## src/rtl/pr_bus_dma.sv

```systemverilog
// pr_bus_dma: Pr-bus initiator that copies a block of 32-bit words from one
// bridge-mapped range to another, one read + one write per word, and raises
// a sticky level interrupt when the block is done.
module pr_bus_dma #(
  parameter int LEN_W = 8
) (
  input  logic             clk,
  input  logic             reset,
  input  logic             start,
  input  logic [31:0]      src,
  input  logic [31:0]      dst,
  input  logic [LEN_W-1:0] len,
  input  logic             irq_ack,
  input  logic [31:0]      PrRD,
  output logic [31:0]      PrAddr,
  output logic [31:0]      PrWD,
  output logic             PrWE,
  output logic             busy,
  output logic             done,
  output logic             irq
);

  typedef enum logic [1:0] {
    IDLE   = 2'd0,
    READ   = 2'd1,
    WRITE  = 2'd2,
    FINISH = 2'd3
  } state_t;

  state_t           state_q;
  logic [29:0]      src_ptr_q;
  logic [29:0]      dst_ptr_q;
  logic [LEN_W-1:0] count_q;
  logic [31:0]      buf_q;
  logic             irq_q;
  logic             irq_d;

  // Byte-offset bits of the addresses are intentionally ignored.
  logic unused_addr_lsbs;
  assign unused_addr_lsbs = ^{src[1:0], dst[1:0]};

  // Transfer sequencer: latch the request, then alternate READ/WRITE per word.
  always_ff @(posedge clk or posedge reset) begin
    if (reset) begin
      state_q   <= IDLE;
      src_ptr_q <= '0;
      dst_ptr_q <= '0;
      count_q   <= '0;
      buf_q     <= '0;
    end else begin
      case (state_q)
        IDLE: begin
          if (start) begin
            src_ptr_q <= src[31:2];
            dst_ptr_q <= dst[31:2];
            count_q   <= len;
            state_q   <= (len != '0) ? READ : FINISH;
          end
        end
        READ: begin
          buf_q     <= PrRD;
          src_ptr_q <= src_ptr_q + 30'd1;
          state_q   <= WRITE;
        end
        WRITE: begin
          dst_ptr_q <= dst_ptr_q + 30'd1;
          count_q   <= count_q - LEN_W'(1);
          state_q   <= (count_q == LEN_W'(1)) ? FINISH : READ;
        end
        FINISH: begin
          state_q <= IDLE;
        end
        default: state_q <= IDLE;
      endcase
    end
  end

  // Sticky interrupt: setting on the FINISH exit edge takes priority over ack.
  always_comb begin
    irq_d = irq_q;
    if (state_q == FINISH) begin
      irq_d = 1'b1;
    end else if (irq_ack) begin
      irq_d = 1'b0;
    end
  end

  // Interrupt register.
  always_ff @(posedge clk or posedge reset) begin
    if (reset) begin
      irq_q <= 1'b0;
    end else begin
      irq_q <= irq_d;
    end
  end

  // Bus outputs decoded from the current state and the pointer registers.
  always_comb begin
    PrAddr = '0;
    case (state_q)
      READ:    PrAddr = {src_ptr_q, 2'b00};
      WRITE:   PrAddr = {dst_ptr_q, 2'b00};
      default: PrAddr = '0;
    endcase
  end

  assign PrWD = buf_q;
  assign PrWE = (state_q == WRITE);
  assign busy = (state_q == READ) || (state_q == WRITE);
  assign done = (state_q == FINISH);
  assign irq  = irq_q;

endmodule

```

## config.mk

```make
export PLATFORM = sky130hd
export DESIGN_NAME = pr_bus_dma
export DESIGN_NICKNAME = d
export VERILOG_FILES = /design/src/rtl/pr_bus_dma.sv
export SDC_FILE = /design/constraint.sdc
export NUM_CORES = 1
export LEC_CHECK = 0
export ABC_AREA = 0
export BUFFER_PORTS_ARGS = -buffer_cell sky130_fd_sc_hd__buf_2
export CORE_ASPECT_RATIO = 0.7
export CORE_MARGIN = 2
export CORE_UTILIZATION = 35
export DETAILED_ROUTE_END_ITERATION = 6
export SLEW_MARGIN = 40
export SYNTH_ARGS = -nofsm -noshare
export SYNTH_HDL_FRONTEND = slang
export SYNTH_SLANG_ARGS = --single-unit
```

## constraint.sdc

```tcl
create_clock -name clk -period 4.2 [get_ports clk]
set_clock_uncertainty 0.15 [all_clocks]
set_input_delay 0.84 -clock clk [delete_from_list [all_inputs] [get_ports clk]]
set_output_delay 0.84 -clock clk [all_outputs]
set_load 0.005 [all_outputs]
```

======== After elaboration in Yosys (flattened, before gate mapping) ========
Index checks and enable logic that the tools add are counted.
storage, ports and cells
  bits of input ports ..................... 108
  register bits ........................... 103
  logic and storage cells ................. 35
  output and inout bits ................... 68
cells by class
  reductions and logical operators ........ 8
  equal/unequal tests ..................... 5
  add/subtract/negate cells ............... 3
  mux-type cells .......................... 13
operators by type and width
  kind                                               number
  case mux 30 bit (2 select lines)                   2
  case mux 32 bit (2 select lines)                   1
  adder 30 x 1 -> 30 bit (second input constant)     2
  two-way mux 30 bit                                 2
  case mux 8 bit (2 select lines)                    1
  == test 8 x 1 -> 1 bit (second input constant)     1
  two-way mux 8 bit                                  1
  case mux 2 bit (4 select lines)                    1
  nonzero test 8 bit                                 1
  subtractor 8 x 1 -> 8 bit (second input constant)  1
  two-way mux 2 bit                                  3
  nonzero test 2 bit                                 3
  == test 2 bit (second input constant)              2
  AND reduction 2 bit                                2
  == test 2 x 1 -> 1 bit (second input constant)     1
  logical NOT 2 bit                                  1
  two-way mux 1 bit                                  2
  inequality test 2 bit (second input constant)      1
  logical OR 1 bit                                   1

======== Logic depth before layout (Yosys ltp) ========
Gate-level depths: netlist of run 1.
  depth after elaboration ................. 4
  gate-level depth with buffers ........... 10
  mapped depth without buffers ............ 7

======== Worst setup path after synthesis of run 1 ========
No wires, ideal clock.
  path kind ............................... reg-to-output
  start point ............................. register state_q[0]
  end point ............................... output port PrAddr[6]
  arrival ................................. 1.645 ns
  cell stages (with the launch flop) ...... 8
  slack ................................... 1.565 ns
  data required time ...................... 3.210 ns
  buffers on the path ..................... 3
  path through ............................ dfrtp_1 inv_1 ha_1 buf_2 clkbuf_1 buf_1 nand2_1 a21boi_0
on the way
  longest elaborated chain between the ends .. 2
  elaborated cells between the ends (all ways) .. 3
  those cells by class .................... 2 x eq/ne; 1 x mux
RTL lines
  item                              line  source
  from (decl)                       30    state_t state_q;
  from (signal assigned)            57    state_q <= (len != '0) ? READ : FINISH;
  from (signal assigned)            68    state_q <= (count_q == LEN_W'(1)) ? FINISH : READ;
  == test 2 bit                     --
  named net PrWE                    17    output logic PrWE,
  case mux 32 bit (2 select lines)  100   case (state_q)
  to (decl)                         15    output logic [31:0] PrAddr,
The timed path passes the listed nets, and every way through them passes these cells.

======== Final worst setup path of run 1 ========
  start point ............................. register state_q[0]
  end point ............................... output port PrAddr[2]
on the way
  longest elaborated chain between the ends .. 2
  elaborated cells between the ends (all ways) .. 3
  those cells by class .................... 2 x eq/ne; 1 x mux
RTL lines
  item                                                     line
  == test 2 bit or == test 2 x 1 -> 1 bit (tied branches)  100
  case mux 32 bit (2 select lines) *                       100
Mark *: on every way between the ends. The rest lies on a longest branch, timed or not.

==> results of run 1 <==
==> state kept, by name, indices dropped and copies added, names as in the netlist <==
register   count
PrWD          32
count_q        8
dst_ptr_q     30
irq            1
src_ptr_q     30
state_q        2
==> logic make-up (layout without fill, tap and decap cells) <==
| group | after synthesis | count (layout) | share of synthesized area (%) |
|---|---|---|---|
| and+or+nand+nor | 242 | 242 | 20.6 |
| AOI/OAI and AO/OA | 221 | 221 | 23.1 |
| DFF | 103 | 103 | 41.3 |
| buffers and inverters | 74 | 220 | 4.73 |
| muxes | 49 | 49 | 8.51 |
| adders and majority gates | 8 | 8 | 1.60 |
| other | 1 | 2 | 0.0601 |
==> Yosys cell counts (6+ instances only) <==
cell | n | area, um2
sky130_fd_sc_hd__a21boi_0 | 10 | 75.1
sky130_fd_sc_hd__a21o_1 | 6 | 45.0
sky130_fd_sc_hd__a21oi_1 | 57 | 285
sky130_fd_sc_hd__a22o_1 | 7 | 61.3
sky130_fd_sc_hd__a22oi_1 | 24 | 180
sky130_fd_sc_hd__a31oi_1 | 6 | 37.5
sky130_fd_sc_hd__a32oi_1 | 8 | 70.1
sky130_fd_sc_hd__and3_1 | 8 | 50.1
sky130_fd_sc_hd__buf_1 | 10 | 37.5
sky130_fd_sc_hd__buf_2 | 6 | 30.0
sky130_fd_sc_hd__clkbuf_1 | 32 | 120
sky130_fd_sc_hd__dfrtp_1 | 103 | 2580
sky130_fd_sc_hd__ha_1 | 8 | 100
sky130_fd_sc_hd__inv_1 | 22 | 82.6
sky130_fd_sc_hd__mux2_2 | 32 | 360
sky130_fd_sc_hd__mux2i_1 | 17 | 170
sky130_fd_sc_hd__nand2_1 | 70 | 263
sky130_fd_sc_hd__nand3_1 | 30 | 150
sky130_fd_sc_hd__nand4_1 | 19 | 119
sky130_fd_sc_hd__nor2_1 | 35 | 131
sky130_fd_sc_hd__nor2b_1 | 21 | 131
sky130_fd_sc_hd__nor3_1 | 16 | 80.1
sky130_fd_sc_hd__nor4_1 | 6 | 37.5
sky130_fd_sc_hd__o211ai_1 | 6 | 45.0
sky130_fd_sc_hd__o21ai_0 | 38 | 190
sky130_fd_sc_hd__o22ai_1 | 21 | 131
sky130_fd_sc_hd__o31ai_1 | 8 | 60.1
sky130_fd_sc_hd__or3_1 | 11 | 68.8
==> metal layers <==
layer / up-vias / wire, um / share of wire, % / global-route usage, %
met1: 2919 / 9600 / 50 / 31.3
met3: 10 / 1240 / 6.5 / 4.04
met2: 204 / 8240 / 43 / 29.9
met4: 0 / 138 / 0.72 / 4.15
met5: - / 0 / 0 / 0
li1: 2885 / - / - / -
==> power groups by stage <==
| stage | clock network, uW | registers (uW) | logic (uW) |
|---|---|---|---|
| floorplan | 0 | 1910 | 2200 |
| global placement | 0 | 2120 | 3050 |
| detailed placement | 0 | 2120 | 3100 |
| CTS | 984 | 2110 | 3110 |
| global route | 1030 | 2200 | 3470 |
| finish | 957 | 2120 | 3110 |
==> how the worst max path moves through the flow <==
| stage | cells past startpoint | slack (ns) | endpoint |
|---|---|---|---|
| after floorplan | 1 | 0.51 | PrWD[0]$_DFFE_PP0P_ |
| after global placement | 7 | 0.93 | src_ptr_q[17]$_DFFE_PP0P_ |
| after detailed placement | 6 | 1.18 | PrAddr[2] |
| after CTS | 6 | 0.77 | PrAddr[2] |
| after global routing | 6 | 0.59 | PrAddr[2] |
| final | 6 | 0.76 | PrAddr[2] |
==> worst max-delay path, cell delays in order, from the launching register on <==
cell,delay [ns]
sky130_fd_sc_hd__dfrtp_1,0.44
sky130_fd_sc_hd__inv_1,0.11
sky130_fd_sc_hd__ha_2,0.54
sky130_fd_sc_hd__buf_4,0.44
sky130_fd_sc_hd__nand2_1,0.08
sky130_fd_sc_hd__a21boi_0,0.30
sky130_fd_sc_hd__buf_2,0.18
==> final cells by class <==
class                           instances  area share (%)
Clock buffer                           11            3.04
Timing Repair Buffer                  183            12.6
Multi-Input combinational cell        522            44.5
Sequential cell                       103            33.6
Tap cell                              231            3.77
Inverter                               22            1.14
Clock inverter                          4            1.24
==> metrics by stage <==
| stage | cells | hold WS (ns) | setup WS [ns] |
|---|---|---|---|
| final | 1076 | 0.334 | 0.758 |
| after floorplan | 699 | 0.327 | 0.506 |
| after global routing | 1076 | 0.361 | 0.591 |
| after detailed placement | 1061 | 0.321 | 1.18 |
| after CTS | 1076 | 0.338 | 0.768 |
| after global placement | 1060 | 0.314 | 0.927 |
==> impl_summary.txt, run 1 <==
----------------------------------------------------
[Synthesis]
  Total standard cell area after synthesis ... 6240 um2
  Number of instances in the synthesized netlist ... between 600 and 700
  Number of flops mapped to enable cells by yosys ... 0
  Primary flip-flop cell chosen by synthesis mapping ... sky130_fd_sc_hd__dfrtp_1
  YS warnings ... 0
  Mean Syn Cell Area ... approximately 8.9 um2
  Post-synth ARST share ... 100%
  Portion of the post-synthesis area used by sequential elements ... about two fifths
  Number of synthesized register bits ... between 100 and 150
  Number of unique standard cell types used by synthesis ... slightly below 60

[Detailed routing]
  Number of nets with antenna violations after routing ... 0
  Drt total wl ... between 15000 and 20000 um
  Detailed Routing Iterations Pass 1 ... 5
  Via density per instance ... ~5.6
  Detailed-route wire length per cell ... around 18 um
  DRC violation count after routing ... 0
  Number of DRC violations after detailed-routing iteration 0 ... ~350
  Routed vias ... around 6000

[Critical path]
  Worst setup slack for register-to-register paths ... 1.12 ns
  Beginning of the critical path ... state_q[0]$_DFFE_PP0P_
  Critical R2R Capture ... dst_ptr_q[24]$_DFFE_PP0P_
  Critical R2R Launch ... state_q[0]$_DFFE_PP0P_
  Number of cells on the worst reg-to-reg path ... 7
  Maximum net fanout on the critical path ... 34
  Critical path start-end classification ... reg -> out
  Required time at the endpoint of the critical path ... approximately 3.2 ns
  Arrival time at the worst endpoint ... 2.45 ns
  Capturing element type of the critical path ... output pin
  Nature of the critical path startpoint ... flop

[Power and ir drop]
  Total power of the final layout ... just over 6000 uW
  Net switching share of the total power ... roughly 44%
  Power density normalized to cell area ... roughly 800 nW/um2
  Relative contribution of sequential cells to total power ... approximately a third
  Max rail drop VDD ... about 0.39 mV
  Combinational share of power ... between 50% and 60%
  Switching power summed over all nets ... approximately 2700 uW
  Leak pwr ... 0.00330 uW
  Design internal power ... ~3500 uW
  Fraction of power consumed by the clock network ... around 16%

[STA]
  Fin crit period ... 3.44 ns
  Portion of the clock cycle consumed by the worst path in the final layout ... just over 80%
  Worst Tran Pin Value ... around 0.67 ns
  Final setup TNS ... 0 ns
  Count of endpoints failing hold in the final timing report ... 0
  Number of max-slew violations in the final report ... 0
  Finish-stage setup viols ... 0
  Unrepaired setup endpoints after global routing ... false
  Slew headroom ... a little over half
  Maximum achievable frequency ... between 200 and 300 MHz

[Clock network]
  Clock buffer count from CTS ... 9
  Post-cts repair resize count ... 0
  Depth of the CTS H-tree ... 3
  CTS clk-pin slew, worst paths ... around 0.070 ns
  Hold buffers post-CTS ... 0
  Setup fix buffers added after clock tree synthesis ... 0
  Clock Path Buffers ... 2
  Master cell of the clock root buffer ... sky130_fd_sc_hd__clkbuf_16
  CTS tree ... done
  Clock tree sinks ... 103
  Worst-Skew Late Latency ... between 0.3 and 0.4 ns

[GRT]
  Largest net degree at the start of global routing ... just over 60
  Global-route wire length before repair ... between 30000 and 40000 um
  Remaining Overflow, GRT ... 0
  Antenna violations before repair ... 0
  Vias in the first global route ... 5507
  Global routing usage summed across all routing layers ... between 20 and 25%

[Layout]
  Fin area ... roughly 7700 um2
  Leading cell type in the layout, fill and taps excluded ... sky130_fd_sc_hd__buf_2
  Ratio of cells with drive above 1 in the final layout ... between 20% and 30%
  Highest-count cells in the layout ignoring fill and taps ... sky130_fd_sc_hd__buf_2 (169), sky130_fd_sc_hd__dfrtp_1 (103), sky130_fd_sc_hd__nand2_1 (70)
  Antenna diodes ... 0
  Area growth from synthesis to layout ... 22.8%
  Register cell area after layout ... 2580 um2
  Multi-input logic area ... ~3400 um2
  Final net count ... 957
  Fillers ... roughly 1800
  Core utilization of the finished layout ... between 40% and 50%

[Floorplanning]
  Die Ht ... about 120 um
  Number of ports placed on the die boundary ... between 150 and 200
  Floorplan row count ... 40
  Die area ... 18900 um2
  Total core area ... 17300 um2
  Initial cell density of the core ... between 30 and 40%
  Die X-Extent ... 164 um

[Placement]
  Routability congestion estimate ... just under 0.9
  Port bufs ... about 170
  Area after DPL ... around 7300 um2
  Placed wire-length estimate ... about 14000 um

[Hold path]
  Hold EP ... irq$_DFFE_PP0P_
  HP Class ... reg -> reg
  Count of cells along the worst hold path ... 1
  Source of the worst hold timing path ... irq$_DFFE_PP0P_

[Status]
  Outcome ... finished clean

[Flow run]
  Max-capacitance violation count ... 0

----------------------------------------------------
No activity file was read; power rests on OpenSTA's default activity.
==> run 2, diff against run 1 <==
==> constraint.sdc (replaced) <==
create_clock -name clk -period 3.3 [get_ports clk]
set_clock_uncertainty 0.15 [all_clocks]
set_input_delay 0.66 -clock clk [delete_from_list [all_inputs] [get_ports clk]]
set_output_delay 0.66 -clock clk [all_outputs]
set_load 0.005 [all_outputs]
==> run 2 against run 1 <==
Effect of this change: sequential cell count unchanged; routed wire length down 2.2%; critical endpoint is now PrAddr[31]; non-clock buffer count up 3; cell area down 0.26%; highest routed layer unchanged; utilization down 0.12 points.
==> impl_summary.txt, run 2 (synthesis gave the netlist of run 1 again) <==
----------------------------------------------------
[GRT]
  Global routing usage summed across all routing layers ... 20.1% (-0.38 points)
  Largest net degree at the start of global routing ... 104 (+70%)
  Antenna violations before repair ... 0 (unchanged)
  Remaining Overflow, GRT ... 0 (unchanged)
  Vias in the first global route ... 5380 (-2.3%)
  Global-route wire length before repair ... 29500 um (-2.2%)

[Detailed routing]
  Via density per instance ... 5.53 (-1.1%)
  Number of DRC violations after detailed-routing iteration 0 ... 432 (+25%)
  Detailed-route wire length per cell ... 17.4 um (-2.6%)
  Drt total wl ... 18800 um (-2.2%)
  Detailed Routing Iterations Pass 1 ... 5 (unchanged)
  DRC violation count after routing ... 0 (unchanged)
  Number of nets with antenna violations after routing ... 0 (unchanged)
  Routed vias ... 5971 (-0.78%)

[Placement]
  Placed wire-length estimate ... 13500 um (-3.2%)
  Routability congestion estimate ... 0.842 (-5.8%)
  Port bufs ... 169 (unchanged)
  Pre-CTS worst setup slack ... 0.687 ns (-0.491 ns)

[STA]
  Unrepaired setup endpoints after global routing ... false
  Portion of the clock cycle consumed by the worst path in the final layout ... between 90% and 100%
  Finish-stage setup viols ... 0 (unchanged)
  Final setup TNS ... 0 ns (unchanged)
  Slew headroom ... 48.7% (-5.7 points)
  Maximum achievable frequency ... around 340 MHz
  Final worst setup slack ... 0.317 ns (-0.441 ns)
  Number of max-slew violations in the final report ... 0 (unchanged)
  Fin crit period ... between 2 and 3 ns
  Count of endpoints failing hold in the final timing report ... 0 (unchanged)
  Worst Tran Pin Value ... 0.767 ns (+0.0966 ns)

[Critical path]
  Capturing element type of the critical path ... output pin
  Critical R2R Launch ... state_q[0]$_DFFE_PP0P_
  Critical path start-end classification ... reg -> out
  Beginning of the critical path ... state_q[0]$_DFFE_PP0P_
  Nature of the critical path startpoint ... flop
  Required time at the endpoint of the critical path ... 2.49 ns (-0.72 ns)
  Arrival time at the worst endpoint ... 2.17 ns (-0.28 ns)
  Maximum net fanout on the critical path ... 12 (-65%)

[Floorplanning]
  Die Ht ... 116 um (unchanged)
  Total core area ... 17300 um2 (unchanged)
  Floorplan row count ... 40 (unchanged)
  Number of ports placed on the die boundary ... 176 (unchanged)
  Die area ... 18900 um2 (unchanged)
  Die X-Extent ... 164 um (unchanged)
  Initial cell density of the core ... 36.0% (unchanged)

[Clock network]
  Master cell of the clock root buffer ... sky130_fd_sc_hd__clkbuf_16
  Clock tree sinks ... 103 (unchanged)
  CTS clk-pin slew, worst paths ... 0.07 ns (about the same)
  Setup fix buffers added after clock tree synthesis ... 0 (unchanged)
  Clock buffer count from CTS ... 9 (unchanged)
  Hold buffers post-CTS ... 0 (unchanged)
  Clock Path Buffers ... 2 (unchanged)
  CTS tree ... done
  Post-cts repair resize count ... 0 (unchanged)
  Depth of the CTS H-tree ... 3 (unchanged)
  Worst-Skew Late Latency ... 0.35 ns (about the same)

[Status]
  Outcome ... finished clean

[Layout]
  Register cell area after layout ... 2580 um2 (unchanged)
  Flip-flop count of the largest register after layout ... 32 (unchanged)
  Ratio of cells with drive above 1 in the final layout ... 29.6% (+0.33 points)
  Fillers ... 1736 (-1.0%)
  Highest-count cells in the layout ignoring fill and taps ... sky130_fd_sc_hd__buf_2 (169), sky130_fd_sc_hd__dfrtp_1 (103), sky130_fd_sc_hd__nand2_1 (70)
  Multi-input logic area ... 3410 um2 (unchanged)
  Final net count ... 960 (+0.31%)
  Area growth from synthesis to layout ... 22.5%
  Antenna diodes ... 0 (unchanged)
  Leading cell type in the layout, fill and taps excluded ... sky130_fd_sc_hd__buf_2

[Power and ir drop]
  Fraction of power consumed by the clock network ... 13.4% (-2.1 points)
  Net switching share of the total power ... 44.5% (+0.67 points)
  Design internal power ... 4270 uW (+23%)
  Leak pwr ... 0.00329 uW (-0.36%)
  Relative contribution of sequential cells to total power ... 35.0% (+0.8 points)
  Combinational share of power ... 51.5% (+1.2 points)
  Switching power summed over all nets ... 3420 uW (+26%)
  Max rail drop VDD ... 0.485 mV (+25%)
  Power density normalized to cell area ... 1010 nW/um2 (+25%)

[Hold path]
  HP Class ... in -> async

[Flow run]
  Max-capacitance violation count ... 0 (unchanged)

----------------------------------------------------
## run 2: cell types whose count changed in the layout (fill, tap and decap cells not counted)
cell                         delta
sky130_fd_sc_hd__buf_4          +3
sky130_fd_sc_hd__bufinv_16      -3
sky130_fd_sc_hd__clkbuf_8       +2
sky130_fd_sc_hd__clkinvlp_4     +2
sky130_fd_sc_hd__buf_12         +1
sky130_fd_sc_hd__buf_6          -1
sky130_fd_sc_hd__clkinv_2       +1
sky130_fd_sc_hd__inv_6          -1
## run 2: path summary, 6_finish.rpt
path | to | slack (ns) | cells past startpoint
hold reg to reg | irq$_DFFE_PP0P_ | 0.33 | 1
setup reg to reg | dst_ptr_q[27]$_DFFE_PP0P_ | 0.61 | 8
hold / removal | PrWD[6]$_DFFE_PP0P_ | 0.33 | 3
min in group clk | irq$_DFFE_PP0P_ | 0.33 | 1
max in group asynchronous | dst_ptr_q[24]$_DFFE_PP0P_ | 2.25 | 3
setup / recovery | PrAddr[31] | 0.32 | 5
## run 2: critical path, cell delays in order (launching register included)
cell and delay [ns]:
sky130_fd_sc_hd__dfrtp_1 0.45, sky130_fd_sc_hd__inv_1 0.10, sky130_fd_sc_hd__ha_1 0.54, sky130_fd_sc_hd__buf_4 0.24, sky130_fd_sc_hd__a21boi_0 0.30, sky130_fd_sc_hd__buf_2 0.18
## run 2: power groups by stage
stage / Clock (uW) / Sequential (uW) / Combinational, uW
CTS: 1070 / 2680 / 3960
global placement: 0 / 2690 / 3910
global route: 1130 / 2800 / 4420
detailed placement: 0 / 2690 / 3960
finish: 1030 / 2690 / 3960
floorplan: 0 / 2430 / 2800
## run 2: layer usage
layer	share of wire (%)	track usage [%]	up-vias
met5	0	0	-
met4	0.71	3.86	0
met3	7.6	4.40	11
met2	42	28.7	213
met1	50	31.0	2855
li1	-	-	2892
## run 2: metrics by stage
| step | area, um2 | total power [uW] | utilization [%] | hold WS, ns | instances |
|---|---|---|---|---|---|
| after floorplan | 6240 | 5240 | - | 0.327 | 699 |
| after global placement | 7360 | 6610 | 42.5 | 0.311 | 1064 |
| after detailed placement | 7360 | 6650 | 42.5 | 0.318 | 1064 |
| after CTS | 7640 | 7720 | 44.1 | 0.334 | 1080 |
| after global routing | 7640 | 8360 | 44.1 | 0.354 | 1080 |
| final | 7640 | 7690 | 44.1 | 0.330 | 1080 |
## run 2: cell type report
type                    instances  area share (%)
clock buffers                  13            3.41
repair buffers                186            13.1
multi-input cells             522            44.7
well taps                     231            3.78
flip-flops and latches        103            33.7
clock inverters                 3           0.229
inverters                      22            1.13
